### src/rtl/accel_flow_pkg.sv
// -----------------------------------------------------------------------------
// accel_flow_pkg
// Shared types and defaults for the accel_flow_seq token pipeline sequencer.
//   slot_state_e : per-stage slot state (IDLE/RUN/HOLD/PASS)
//   top_state_e  : layer-level sequencer state (IDLE/ACTIVE/DONE)
//   DEF_*        : default parameter values
// -----------------------------------------------------------------------------
package accel_flow_pkg;

  typedef enum logic [1:0] {
    SLOT_IDLE = 2'd0,
    SLOT_RUN  = 2'd1,
    SLOT_HOLD = 2'd2,
    SLOT_PASS = 2'd3
  } slot_state_e;

  typedef enum logic [1:0] {
    TOP_IDLE   = 2'd0,
    TOP_ACTIVE = 2'd1,
    TOP_DONE   = 2'd2
  } top_state_e;

  localparam int DEF_N_STAGE = 4;
  localparam int DEF_META_W  = 72;
  localparam int DEF_CNT_W   = 16;

endpackage

### src/rtl/accel_flow_slot.sv
// -----------------------------------------------------------------------------
// accel_flow_slot
// One pipeline slot: holds a token (metadata, last flag, per-token skip
// vector), issues the one-cycle stage start pulse and reports done / bad fin.
// Ports:
//   clk, reset        : clock, asynchronous active-high reset
//   enb, clear        : global enable (freeze), synchronous flush
//   load_i            : a token enters this slot at the next edge
//   load_skip_i       : effective skip bit for the entering token
//   load_meta_i/last_i/skipv_i : entering token payload
//   vac_i             : token leaves this slot at the next edge
//   fin_i             : stage finished current token
//   state_o           : current slot state
//   start_o           : stage start pulse (first RUN cycle)
//   meta_o/last_o/skipv_o : held token payload
//   done_o            : token ready to move on
//   fin_err_o         : fin seen while not in RUN
// -----------------------------------------------------------------------------
module accel_flow_slot
  import accel_flow_pkg::*;
#(
  parameter int N_STAGE = DEF_N_STAGE,
  parameter int META_W  = DEF_META_W
) (
  input  logic               clk,
  input  logic               reset,
  input  logic               enb,
  input  logic               clear,
  input  logic               load_i,
  input  logic               load_skip_i,
  input  logic [META_W-1:0]  load_meta_i,
  input  logic               load_last_i,
  input  logic [N_STAGE-1:0] load_skipv_i,
  input  logic               vac_i,
  input  logic               fin_i,
  output slot_state_e        state_o,
  output logic               start_o,
  output logic [META_W-1:0]  meta_o,
  output logic               last_o,
  output logic [N_STAGE-1:0] skipv_o,
  output logic               done_o,
  output logic               fin_err_o
);

  slot_state_e        state_q, state_d;
  logic               first_q, first_d;
  logic [META_W-1:0]  meta_q, meta_d;
  logic               last_q, last_d;
  logic [N_STAGE-1:0] skipv_q, skipv_d;

  always_ff @(posedge clk or posedge reset) begin
    if (reset) begin
      state_q <= SLOT_IDLE;
      first_q <= 1'b0;
      meta_q  <= '0;
      last_q  <= 1'b0;
      skipv_q <= '0;
    end else begin
      state_q <= state_d;
      first_q <= first_d;
      meta_q  <= meta_d;
      last_q  <= last_d;
      skipv_q <= skipv_d;
    end
  end

  // A load can coincide with the current token leaving (back-to-back
  // transfer), so load takes priority over vacate.
  always_comb begin
    state_d = state_q;
    first_d = first_q;
    meta_d  = meta_q;
    last_d  = last_q;
    skipv_d = skipv_q;
    if (clear) begin
      state_d = SLOT_IDLE;
      first_d = 1'b0;
    end else if (enb) begin
      if (load_i) begin
        state_d = load_skip_i ? SLOT_PASS : SLOT_RUN;
        first_d = ~load_skip_i;
        meta_d  = load_meta_i;
        last_d  = load_last_i;
        skipv_d = load_skipv_i;
      end else if (vac_i) begin
        state_d = SLOT_IDLE;
        first_d = 1'b0;
      end else if (state_q == SLOT_RUN) begin
        first_d = 1'b0;
        if (fin_i) begin
          state_d = SLOT_HOLD;
        end
      end
    end
  end

  assign state_o   = state_q;
  assign start_o   = enb & first_q & (state_q == SLOT_RUN);
  assign meta_o    = meta_q;
  assign last_o    = last_q & (state_q != SLOT_IDLE);
  assign skipv_o   = skipv_q;
  // fin is honoured in the start cycle itself, allowing zero-latency stages.
  assign done_o    = enb & ((state_q == SLOT_PASS) | (state_q == SLOT_HOLD) |
                            ((state_q == SLOT_RUN) & fin_i));
  assign fin_err_o = enb & fin_i & (state_q != SLOT_RUN);

endmodule

### src/rtl/accel_flow_seq.sv
// -----------------------------------------------------------------------------
// accel_flow_seq
// In-order N_STAGE token pipeline sequencer. Tokens from an upstream address
// generator walk through N_STAGE stage controllers using start/fin handshakes,
// with per-layer and per-token stage skipping.
// Ports:
//   clk, reset     : clock, asynchronous active-high reset
//   enb            : global enable, low freezes everything
//   clear          : synchronous flush (overrides enb/start)
//   start          : layer launch pulse
//   cfg_num_tiles  : tiles in the layer
//   cfg_skip_mask  : layer-static stage skip (bit0 ignored)
//   tok_valid/tok_ready/tok_meta/tok_skip : upstream token handshake
//   stg_start      : per-stage start pulse
//   stg_meta       : per-slot token metadata (slot i at [i*META_W +: META_W])
//   stg_last       : slot holds final tile of the layer
//   stg_fin        : per-stage finish
//   tiles_retired  : tokens vacated from the last slot
//   busy, cal_fin  : layer active, one-cycle layer-complete pulse
//   err_fin_unexp  : sticky, fin seen while slot not RUN
// -----------------------------------------------------------------------------
module accel_flow_seq
  import accel_flow_pkg::*;
#(
  parameter int N_STAGE = DEF_N_STAGE,
  parameter int META_W  = DEF_META_W,
  parameter int CNT_W   = DEF_CNT_W
) (
  input  logic                      clk,
  input  logic                      reset,
  input  logic                      enb,
  input  logic                      clear,
  input  logic                      start,
  input  logic [CNT_W-1:0]          cfg_num_tiles,
  input  logic [N_STAGE-1:0]        cfg_skip_mask,
  input  logic                      tok_valid,
  output logic                      tok_ready,
  input  logic [META_W-1:0]         tok_meta,
  input  logic [N_STAGE-1:0]        tok_skip,
  output logic [N_STAGE-1:0]        stg_start,
  output logic [N_STAGE*META_W-1:0] stg_meta,
  output logic [N_STAGE-1:0]        stg_last,
  input  logic [N_STAGE-1:0]        stg_fin,
  output logic [CNT_W-1:0]          tiles_retired,
  output logic                      busy,
  output logic                      cal_fin,
  output logic                      err_fin_unexp
);

  top_state_e         top_q, top_d;
  logic [CNT_W-1:0]   issue_cnt_q, issue_cnt_d;
  logic [CNT_W-1:0]   retired_q, retired_d;
  logic               err_q, err_d;

  slot_state_e        state_s [N_STAGE];
  logic [META_W-1:0]  meta_s  [N_STAGE];
  logic [N_STAGE-1:0] skipv_s [N_STAGE];
  logic [N_STAGE-1:0] done_s;
  logic [N_STAGE-1:0] fin_err_s;
  logic [N_STAGE-1:0] slot_idle;
  logic [N_STAGE-1:0] idle_sh;
  logic [N_STAGE-1:0] vac;
  logic               accept;
  logic               issue_last;

  // ---------------------------------------------------------------------------
  // Vacate ripple from the tail: a slot may hand over when the next slot is
  // empty or is itself handing over this cycle. The tail always has room.
  // ---------------------------------------------------------------------------
  assign idle_sh = {1'b1, slot_idle[N_STAGE-1:1]};

  always_comb begin
    logic carry;
    vac   = '0;
    carry = 1'b0;
    for (int i = N_STAGE - 1; i >= 0; i--) begin
      carry  = done_s[i] & (idle_sh[i] | carry);
      vac[i] = carry;
    end
  end

  assign tok_ready  = (top_q == TOP_ACTIVE) & enb & ~clear &
                      (issue_cnt_q < cfg_num_tiles) & (slot_idle[0] | vac[0]);
  assign accept     = tok_valid & tok_ready;
  assign issue_last = (issue_cnt_q == (cfg_num_tiles - CNT_W'(1)));

  // ---------------------------------------------------------------------------
  // Slots
  // ---------------------------------------------------------------------------
  genvar gi;
  generate
    for (gi = 0; gi < N_STAGE; gi++) begin : g_slot
      logic               load;
      logic               load_skip;
      logic [META_W-1:0]  load_meta;
      logic               load_last;
      logic [N_STAGE-1:0] load_skipv;

      if (gi == 0) begin : g_head
        // Stage 0 is never skippable.
        assign load       = accept;
        assign load_skip  = 1'b0;
        assign load_meta  = tok_meta;
        assign load_last  = issue_last;
        assign load_skipv = tok_skip;
      end else begin : g_body
        assign load       = vac[gi-1];
        assign load_skip  = cfg_skip_mask[gi] | skipv_s[gi-1][gi];
        assign load_meta  = meta_s[gi-1];
        assign load_last  = stg_last[gi-1];
        assign load_skipv = skipv_s[gi-1];
      end

      accel_flow_slot #(
        .N_STAGE (N_STAGE),
        .META_W  (META_W)
      ) u_slot (
        .clk          (clk),
        .reset        (reset),
        .enb          (enb),
        .clear        (clear),
        .load_i       (load),
        .load_skip_i  (load_skip),
        .load_meta_i  (load_meta),
        .load_last_i  (load_last),
        .load_skipv_i (load_skipv),
        .vac_i        (vac[gi]),
        .fin_i        (stg_fin[gi]),
        .state_o      (state_s[gi]),
        .start_o      (stg_start[gi]),
        .meta_o       (meta_s[gi]),
        .last_o       (stg_last[gi]),
        .skipv_o      (skipv_s[gi]),
        .done_o       (done_s[gi]),
        .fin_err_o    (fin_err_s[gi])
      );

      assign slot_idle[gi]                   = (state_s[gi] == SLOT_IDLE);
      assign stg_meta[gi*META_W +: META_W]   = meta_s[gi];
    end
  endgenerate

  // ---------------------------------------------------------------------------
  // Top FSM and counters
  // ---------------------------------------------------------------------------
  always_ff @(posedge clk or posedge reset) begin
    if (reset) begin
      top_q       <= TOP_IDLE;
      issue_cnt_q <= '0;
      retired_q   <= '0;
      err_q       <= 1'b0;
    end else begin
      top_q       <= top_d;
      issue_cnt_q <= issue_cnt_d;
      retired_q   <= retired_d;
      err_q       <= err_d;
    end
  end

  always_comb begin
    top_d       = top_q;
    issue_cnt_d = issue_cnt_q;
    retired_d   = retired_q;
    err_d       = err_q;
    if (clear) begin
      top_d       = TOP_IDLE;
      issue_cnt_d = '0;
      retired_d   = '0;
      err_d       = 1'b0;
    end else if (enb) begin
      case (top_q)
        TOP_IDLE: begin
          if (start) begin
            top_d       = TOP_ACTIVE;
            issue_cnt_d = '0;
            retired_d   = '0;
          end
        end
        TOP_ACTIVE: begin
          if (retired_q == cfg_num_tiles) begin
            top_d = TOP_DONE;
          end
          if (accept) begin
            issue_cnt_d = issue_cnt_q + CNT_W'(1);
          end
          if (vac[N_STAGE-1] && (retired_q != cfg_num_tiles)) begin
            retired_d = retired_q + CNT_W'(1);
          end
        end
        TOP_DONE: begin
          top_d = TOP_IDLE;
        end
        default: begin
          top_d = TOP_IDLE;
        end
      endcase
      if (|fin_err_s) begin
        err_d = 1'b1;
      end
    end
  end

  assign tiles_retired = retired_q;
  assign busy          = (top_q == TOP_ACTIVE) | (top_q == TOP_DONE);
  // Held in DONE while enb is low so the pulse is not lost.
  assign cal_fin       = (top_q == TOP_DONE) & enb;
  assign err_fin_unexp = err_q;

  // Skip bit 0 is architecturally ignored and the tail's skip vector has no
  // downstream consumer.
  logic unused_bits;
  assign unused_bits = ^{cfg_skip_mask[0], skipv_s[N_STAGE-1]};

endmodule

### config.mk
export PLATFORM = sky130hd
export DESIGN_NAME = accel_flow_seq
export DESIGN_NICKNAME = d
export VERILOG_FILES = /design/src/rtl/accel_flow_pkg.sv /design/src/rtl/accel_flow_slot.sv /design/src/rtl/accel_flow_seq.sv
export SDC_FILE = /design/constraint.sdc
export NUM_CORES = 1
export LEC_CHECK = 0
export CAP_MARGIN = 40
export CORE_UTILIZATION = 35
export CTS_CLUSTER_DIAMETER = 100
export CTS_CLUSTER_SIZE = 28
export DETAILED_ROUTE_END_ITERATION = 16
export GPL_ROUTABILITY_DRIVEN = 0
export GPL_TIMING_DRIVEN = 0
export HOLD_SLACK_MARGIN = 0.1
export PLACE_DENSITY = 0.7
export SETUP_SLACK_MARGIN = 0.15
export SLEW_MARGIN = 20
export SYNTH_ARGS = -nofsm -noshare
export SYNTH_HDL_FRONTEND = slang
export SYNTH_HIERARCHICAL = 1
export SYNTH_SLANG_ARGS = --single-unit
### constraint.sdc
create_clock -name clk -period 4.4 [get_ports clk]
set_input_delay 1.32 -clock clk [delete_from_list [all_inputs] [get_ports clk]]
set_output_delay 1.32 -clock clk [all_outputs]
set_load 0.005 [all_outputs]
==> results of run 1 <==
-- sequential cells by signal, indices dropped and copies added (netlist names) --
name,flops
issue_cnt_q,16
tiles_retired,16
err_fin_unexp,1
g_slot.u_slot/state_o,8
g_slot.u_slot/skipv_o,6
g_slot.u_slot/first_q,4
g_slot.u_slot/meta_o,288
g_slot.u_slot/last_q,4
top_q,2
-- how the worst max path moves through the flow --
stage	depth (start not counted)	slack [ps]	from	end
global route	8	150	cfg_num_tiles[11]	tok_ready
finish	9	200	enb	tok_ready
global placement	9	-1990	enb	tok_ready
detailed placement	9	-1200	enb	tok_ready
CTS	8	150	cfg_num_tiles[5]	tok_ready
floorplan	7	500	cfg_num_tiles[8]	tok_ready
-- power by group through the flow --
stage | logic (mW) | registers, mW | clock network [mW]
2_1_floorplan | 0.286 | 3.43 | 0
3_3_place_gp | 0.704 | 3.44 | 0
3_5_place_dp | 0.731 | 3.44 | 0
4_1_cts | 0.741 | 3.38 | 1.87
5_1_grt | 0.786 | 3.40 | 1.97
6_report | 0.731 | 3.38 | 1.79
-- what timing repair did --
| item | 4_1_cts | 5_1_grt |
|---|---|---|
| pin swaps | 10 | 8 |
| setup endpoints to repair | 77 | 1 |
| setup buffers | 6 | 2 |
| resized for setup | 77 | 17 |
-- stage by stage --
stage	hold WS, ps	utilization [%]	TNS [ps]
after detailed placement	491	47.1	-46580
after floorplan	471	-	0
after global routing	536	48.5	0
after CTS	515	48.5	0
final	509	48.6	0
after global placement	480	46.8	-540490
-- routing by layer --
metal | share of wire, % | global-route usage [%]
met1 | 39 | 23.0
met2 | 51 | 34.5
met3 | 8.6 | 6.26
met4 | 1.2 | 3.07
met5 | 0.055 | 0
-- layout make-up --
cell class | instances | area share (%)
Clock inverter | 5 | 0.295
Buffer | 56 | 2.51
Multi-Input combinational cell | 717 | 31.1
Sequential cell | 345 | 39.9
Timing Repair Buffer | 430 | 20.0
Inverter | 42 | 0.832
Tap cell | 592 | 3.42
Antenna cell | 1 | 0.0116
Clock buffer | 18 | 2.03
-- critical path: stages --
cell and delay (ps):
sky130_fd_sc_hd__buf_4 220, sky130_fd_sc_hd__inv_1 160, sky130_fd_sc_hd__nor2_2 60, sky130_fd_sc_hd__o21bai_2 200
sky130_fd_sc_hd__a211oi_2 350, sky130_fd_sc_hd__o22ai_4 150, sky130_fd_sc_hd__nand4_4 140, sky130_fd_sc_hd__inv_4 40
sky130_fd_sc_hd__clkdlybuf4s15_2 220
-- cell usage in the layout, fill, tap and decap left out, drive strengths merged, types with 6 or more instances in the layout --
| cell type | count |
|---|---|
| a32oi | 6 |
| nand4 | 22 |
| and3 | 12 |
| a31o | 8 |
| ha | 23 |
| a31oi | 10 |
| mux2 | 300 |
| a21o | 7 |
| nand2b | 9 |
| nand2 | 59 |
| or2 | 12 |
| clkbuf | 31 |
| a21oi | 25 |
| nor3 | 10 |
| buf | 68 |
| o21ai | 11 |
| a211oi | 11 |
| clkdlybuf4s15 | 6 |
| nor4 | 9 |
| clkdlybuf4s50 | 398 |
| xor2 | 8 |
| nor2 | 49 |
| dfrtp | 345 |
| nand3 | 27 |
| inv | 42 |
| xnor2 | 28 |
==> impl_summary.log, run 1 <==
[metrics] clock-pin transition on the worst setup and hold timing paths: 100 ps
[metrics] x dimension of the die: approximately 220 um
[metrics] summed area of non-filler cells in the final layout: 21700 um2
[metrics] maximum number of pins on one net before global-route repair: 57
[metrics] P_leak: ~10 nW
[metrics] grt total ovfl: 0
[metrics] startpoint of the worst-slack reg-to-reg timing path: top_q[1]
[metrics] Detail Placement HPWL: ~34000 um
[metrics] standard cell core area: about 45000 um2
[metrics] Worst Setup End Kind: output port
[metrics] Root Driver: sky130_fd_sc_hd__clkbuf_16
[metrics] clock tree from TritonCTS: yes
[metrics] cell area after synthesis: roughly 16000 um2
[metrics] worst hold path depth: 1
[metrics] logic gate share of total power: 12.4%
[metrics] cell-internal power: around 4.5 mW
[metrics] Clock Power Share: 30.3%
[metrics] required time worst endpoint: 3080 ps
[metrics] Total Die Area: between 40000 and 50000 um2
[metrics] number of cells produced by synthesis: ~1200
[metrics] hold worst-path end: g_slot[0].u_slot/skipv_o[1]
[metrics] First DRT Iteration DRCs: 604
[metrics] TritonCTS Buffers: 17
[metrics] instance area after placement: between 20000 and 25000 um2
[metrics] routed wire length per instance: 20.6 um
[metrics] Routed WL: 45500 um
[metrics] net total in the final layout: 1738
[metrics] number of max-slew violations in the final report: 0
[metrics] Hold-fix buffers, CTS: 0
[metrics] hold path startpoint: g_slot[0].u_slot/skipv_o[1]
[metrics] fraction of power spent switching nets: ~24%
[metrics] type of the setup path with the least slack: in2out
[metrics] number of placed instances, taps included: between 2000 and 2500
[metrics] router iterations before antenna repair: 6
[metrics] fill cell total of the finished layout: approximately 4000
[metrics] Layout Area Growth over Synthesis: 35.7%
[metrics] fin worst setup slack: 200 ps
[metrics] Worst setup SP type: input port
[metrics] post-route ant nets: 0
[metrics] maximum clock skew at final layout: approximately 30 ps
[metrics] number of vias in the routed layout: ~11000
[metrics] total number of placement rows: slightly below 80
[metrics] Pwr Total: between 5 and 6 mW
[metrics] Final Cycle Share: a little over nine tenths
[metrics] Top Ports: 422
[metrics] minimum clock period after layout: 4200 ps
[metrics] result of the run: finished clean
[metrics] count of H-tree levels built during CTS: 1
[metrics] fraction of final layout cells sized beyond drive strength 1: between 20% and 30%
[metrics] number of sinks on the clock net: between 300 and 400
[metrics] Least-Margin Pin Slew: between 600 and 700 ps
[metrics] power share of the sequential group: between 50% and 60%
[metrics] starting density of the core: 35.8%
[metrics] Max Buffers Root-to-Sink: 3
[metrics] critical-path maximum fanout: 34
[metrics] ratio of routed vias to standard cells: about 5
[metrics] RSZ-0062 raised after global routing: no
[metrics] worst relative slew slack: 58.4%
[metrics] Mapped Avg Cell Area: 13.8 um2
[metrics] Tot GR Track Use: around a fifth
[metrics] data arrival time of the critical path: about 2900 ps
[metrics] number of maximum-capacitance violations: 0
[metrics] count of unresolved DRC violations after routing: 0
[metrics] vias in the first global route: 11400
[metrics] IR drop worst, VDD: about 230 uV
[metrics] count of endpoints failing setup in the final report: 0
[metrics] type of the tightest min-delay check: reg2reg
[metrics] number of warnings issued by yosys: 6
[metrics] setup slack on the worst flop-to-flop path: approximately 1200 ps
[metrics] Power Dens Cells: 272 nW/um2
[metrics] filler-free cell count of the finished design: 2206
[metrics] first-pass GRT wire length: around 70000 um
[metrics] area taken by flip-flops and latches: between 8000 and 9000 um2
[metrics] Hold Violations, Final: 0
[metrics] placement-stage worst setup slack: -1200 ps
[metrics] net switching power of the design: between 1 and 1.5 mW
[metrics] worst skew pair latency: ~530 ps
[metrics] depth of the most critical reg-to-reg path: 15
[metrics] worst flop-to-flop path endpoint: g_slot[0].u_slot/meta_o[22]
[metrics] fmax: between 200 and 250 MHz
[metrics] Die Ht: ~220 um
[metrics] number of buffers inserted by port buffering: approximately 420
[metrics] multi-input logic area: roughly 6700 um2
[metrics] antenna violations before repair: 3
No activity file was read; power rests on OpenSTA's default activity.
==> run 2, diff against run 1 <==
- CORE_ASPECT_RATIO: default -> 0.5
==> run 2 against run 1 <==
Flip-flop and latch count unchanged. Sequential share of layout area up 0.19 points. Wire length up 3.1%. Global-route usage up 0.49 points. Worst setup slack better by 6.2 ps. Register-to-register slack worse by 120 ps. Clock-buffer cell count unchanged. Final cell count down 0.36%. First-iteration DRC count down 7.8%. Combinational power up 0.8%. Highest routed layer is now met4.
==> impl_summary.log, run 2 (synthesized netlist as in run 1, its figures left out) <==
[metrics] setup slack on the worst flop-to-flop path: 1040 ps (was 1160 ps)
[metrics] First DRT Iteration DRCs: 557 (was 604)
[metrics] worst skew pair latency: 530 ps (about the same)
[metrics] total negative slack: 0 ps (unchanged)
[metrics] top library cells by usage in the layout, fill and taps aside: sky130_fd_sc_hd__clkdlybuf4s50_1 (397), sky130_fd_sc_hd__dfrtp_1 (345), sky130_fd_sc_hd__mux2_2 (179) (was sky130_fd_sc_hd__clkdlybuf4s50_1 (398), sky130_fd_sc_hd__dfrtp_1 (345), sky130_fd_sc_hd__mux2_2 (179))
[metrics] data arrival time of the critical path: 2870 ps (was 2880 ps)
[metrics] logic gate share of total power: 12.5% (was 12.4%)
[metrics] Hold Violations, Final: 0 (unchanged)
[metrics] first-pass GRT wire length: 71200 um (was 70000 um)
[metrics] antenna violations before repair: 2 (was 3)
[metrics] master of the slowest instance on the critical path: sky130_fd_sc_hd__a2111o_1 (was sky130_fd_sc_hd__a211oi_2)
[metrics] net total in the final layout: 1736 (was 1738)
[metrics] Routed WL: 47000 um (was 45500 um)
[metrics] placement-stage worst setup slack: -1090 ps (was -1200 ps)
[metrics] cell-internal power: 4.44 mW (was 4.45 mW)
[metrics] worst relative slew slack: 58.9% (was 58.4%)
[metrics] leading cell type in the layout, fill and taps excluded: sky130_fd_sc_hd__clkdlybuf4s50_1 (unchanged)
[metrics] type of the tightest min-delay check: reg2reg (unchanged)
[metrics] number of max-slew violations in the final report: 0 (unchanged)
[metrics] fraction of power spent switching nets: 24.9% (was 24.5%)
[metrics] Root Driver: sky130_fd_sc_hd__clkbuf_16 (unchanged)
[metrics] count of H-tree levels built during CTS: 1 (unchanged)
[metrics] Die Ht: 153 um (was 216 um)
[metrics] instance area after placement: 21000 um2 (about the same)
[metrics] standard cell core area: 44300 um2 (was 44600 um2)
[metrics] post-route ant nets: 0 (unchanged)
[metrics] count of unresolved DRC violations after routing: 0 (unchanged)
[metrics] maximum number of pins on one net before global-route repair: 67 (was 57)
[metrics] Top Ports: 422 (unchanged)
[metrics] TritonCTS Buffers: 16 (was 17)
[metrics] Max Buffers Root-to-Sink: 3 (unchanged)
[metrics] hold slack final: 508 ps (was 509 ps)
[metrics] summed area of non-filler cells in the final layout: 21600 um2 (was 21700 um2)
[metrics] starting density of the core: 36.1% (was 35.8%)
[metrics] fmax: 238 MHz (about the same)
[metrics] number of buffers inserted by port buffering: 417 (unchanged)
[metrics] Least-Margin Pin Slew: 615 ps (was 620 ps)
[metrics] ratio of routed vias to standard cells: 4.98 (was 5.00)
[metrics] fraction of final layout cells sized beyond drive strength 1: 27.5% (was 28.3%)
[metrics] required time worst endpoint: 3080 ps (about the same)
[metrics] type of the setup path with the least slack: in2out (unchanged)
[metrics] P_leak: 10.2 nW (about the same)
[metrics] largest incremental delay on the critical path: 500 ps (was 350 ps)
[metrics] net switching power of the design: 1.47 mW (was 1.44 mW)
[metrics] Power Dens Cells: 274 nW/um2 (was 272 nW/um2)
[metrics] Hold-fix buffers, CTS: 0 (unchanged)
[metrics] count of endpoints failing setup in the final report: 0 (unchanged)
[metrics] Largest register FFs: 288 (unchanged)
[metrics] router iterations before antenna repair: 6 (unchanged)
[metrics] maximum clock skew at final layout: 25.3 ps (was 30.9 ps)
[metrics] routed wire length per instance: 21.4 um (was 20.6 um)
[metrics] fin worst setup slack: 206 ps (was 200 ps)
[metrics] power share of the sequential group: 57.3% (about the same)
[metrics] total number of placement rows: 54 (was 77)
[metrics] minimum clock period after layout: 4190 ps (was 4200 ps)
[metrics] grt total ovfl: 0 (unchanged)
[metrics] number of sinks on the clock net: 345 (unchanged)
[metrics] Layout Area Growth over Synthesis: 35.1% (was 35.7%)
[metrics] result of the run: finished clean (unchanged)
[metrics] number of maximum-capacitance violations: 0 (unchanged)
[metrics] Detail Placement HPWL: 35400 um (was 34300 um)
[metrics] critical-path maximum fanout: 4 (was 34)
[metrics] Tot GR Track Use: 19.9% (was 19.4%)
[metrics] Cell Chain, Critical Path: buf_6, inv_2, ha_1, nor2b_4, o211ai_1, a2111o_1, nand4_4, inv_4, clkdlybuf4s15_1 (was buf_4, inv_1, nor2_2, o21bai_2, a211oi_2, o22ai_4, nand4_4, inv_4, clkdlybuf4s15_2)
[metrics] Worst setup SP type: input port (unchanged)
[metrics] clock-pin transition on the worst setup and hold timing paths: 110 ps (was 100 ps)
[metrics] Final Cycle Share: 95.3% (was 95.5%)
[metrics] clock tree from TritonCTS: yes (unchanged)
[metrics] IR drop worst, VDD: 198 uV (was 227 uV)
[metrics] Clock Power Share: 30.2% (was 30.3%)
[metrics] vias in the first global route: 10900 (was 11400)
[metrics] Total Die Area: 46500 um2 (was 46400 um2)
[metrics] Worst Setup End Kind: output port (unchanged)
[metrics] RSZ-0062 raised after global routing: no (unchanged)
[metrics] number of vias in the routed layout: 11000 (about the same)
[metrics] x dimension of the die: 304 um (was 216 um)
## run 2: cell types whose count changed in the layout (fill, tap and decap cells not counted), sizes merged, moves of 2 or more
cell           delta
buf               +5
clkbuf            -3
clkdlybuf4s15     -4
clkinv            -3
clkinvlp          -2
dlygate4sd2       +3
## run 2: metal layers
layer / vias up / GRT usage (%) / wire length, um
li1: 5044 / - / -
met1: 5649 / 24.8 / 19600
met2: 207 / 37.0 / 25200
met3: 52 / 1.80 / 1120
met4: 0 / 4.79 / 1070
met5: - / 0 / 0
## run 2: worst paths after layout
kind | end | startpoint | cells after the start
max | tok_ready | cfg_num_tiles[1] | 9
min | g_slot[1].u_slot/skipv_o[2] | g_slot[1].u_slot/skipv_o[2] | 1
max in group asynchronous | g_slot[2].u_slot/meta_o[51] | reset | 3
min reg2reg | g_slot[1].u_slot/skipv_o[2] | g_slot[1].u_slot/skipv_o[2] | 1
max reg2reg | g_slot[0].u_slot/meta_o[30] | top_q[1] | 16
min in group asynchronous | err_fin_unexp | reset | 2
## run 2: cell type report
class                           instances  area [um2]
Multi-Input combinational cell        717        6690
Clock inverter                          1        20.0
Sequential cell                       345        8630
Tap cell                              588         736
Clock buffer                           18         439
Fill cell                            3876       22700
Buffer                                 56         546
Timing Repair Buffer                  429        4310
Inverter                               42         180
Antenna cell                            2        5.00
## run 2: per-stage QoR
step                std cells  utilization [%]  total power, mW
floorplan                1160                -             3.71
global placement         2165             47.2             4.16
detailed placement       2170             47.5             4.19
CTS                      2195             48.6             5.98
global route             2198             48.7             6.14
finish                   2198             48.7             5.90
## run 2: timing repair
action                                  4_1_cts  5_1_grt
pin swaps                                    12        4
endpoints found under the setup margin       77        1
buffers inserted                              6        1
gates resized for setup                      87       14
## run 2: critical path, delay by kind of cell
kind                       cells  cell delay (ps)
and+or+nand+nor                2              260
AOI/OAI and AO/OA              2              610
adders and majority gates      1              270
buffers and inverters          4              400
## run 2: power groups by stage
stage                     Sequential [mW]  Clock (mW)  Combinational [mW]
after global routing                 3.40        1.95               0.788
after floorplan                      3.43           0               0.286
after CTS                            3.38        1.85               0.743
after global placement               3.44           0               0.715
final                                3.38        1.78               0.737
after detailed placement             3.44           0               0.741
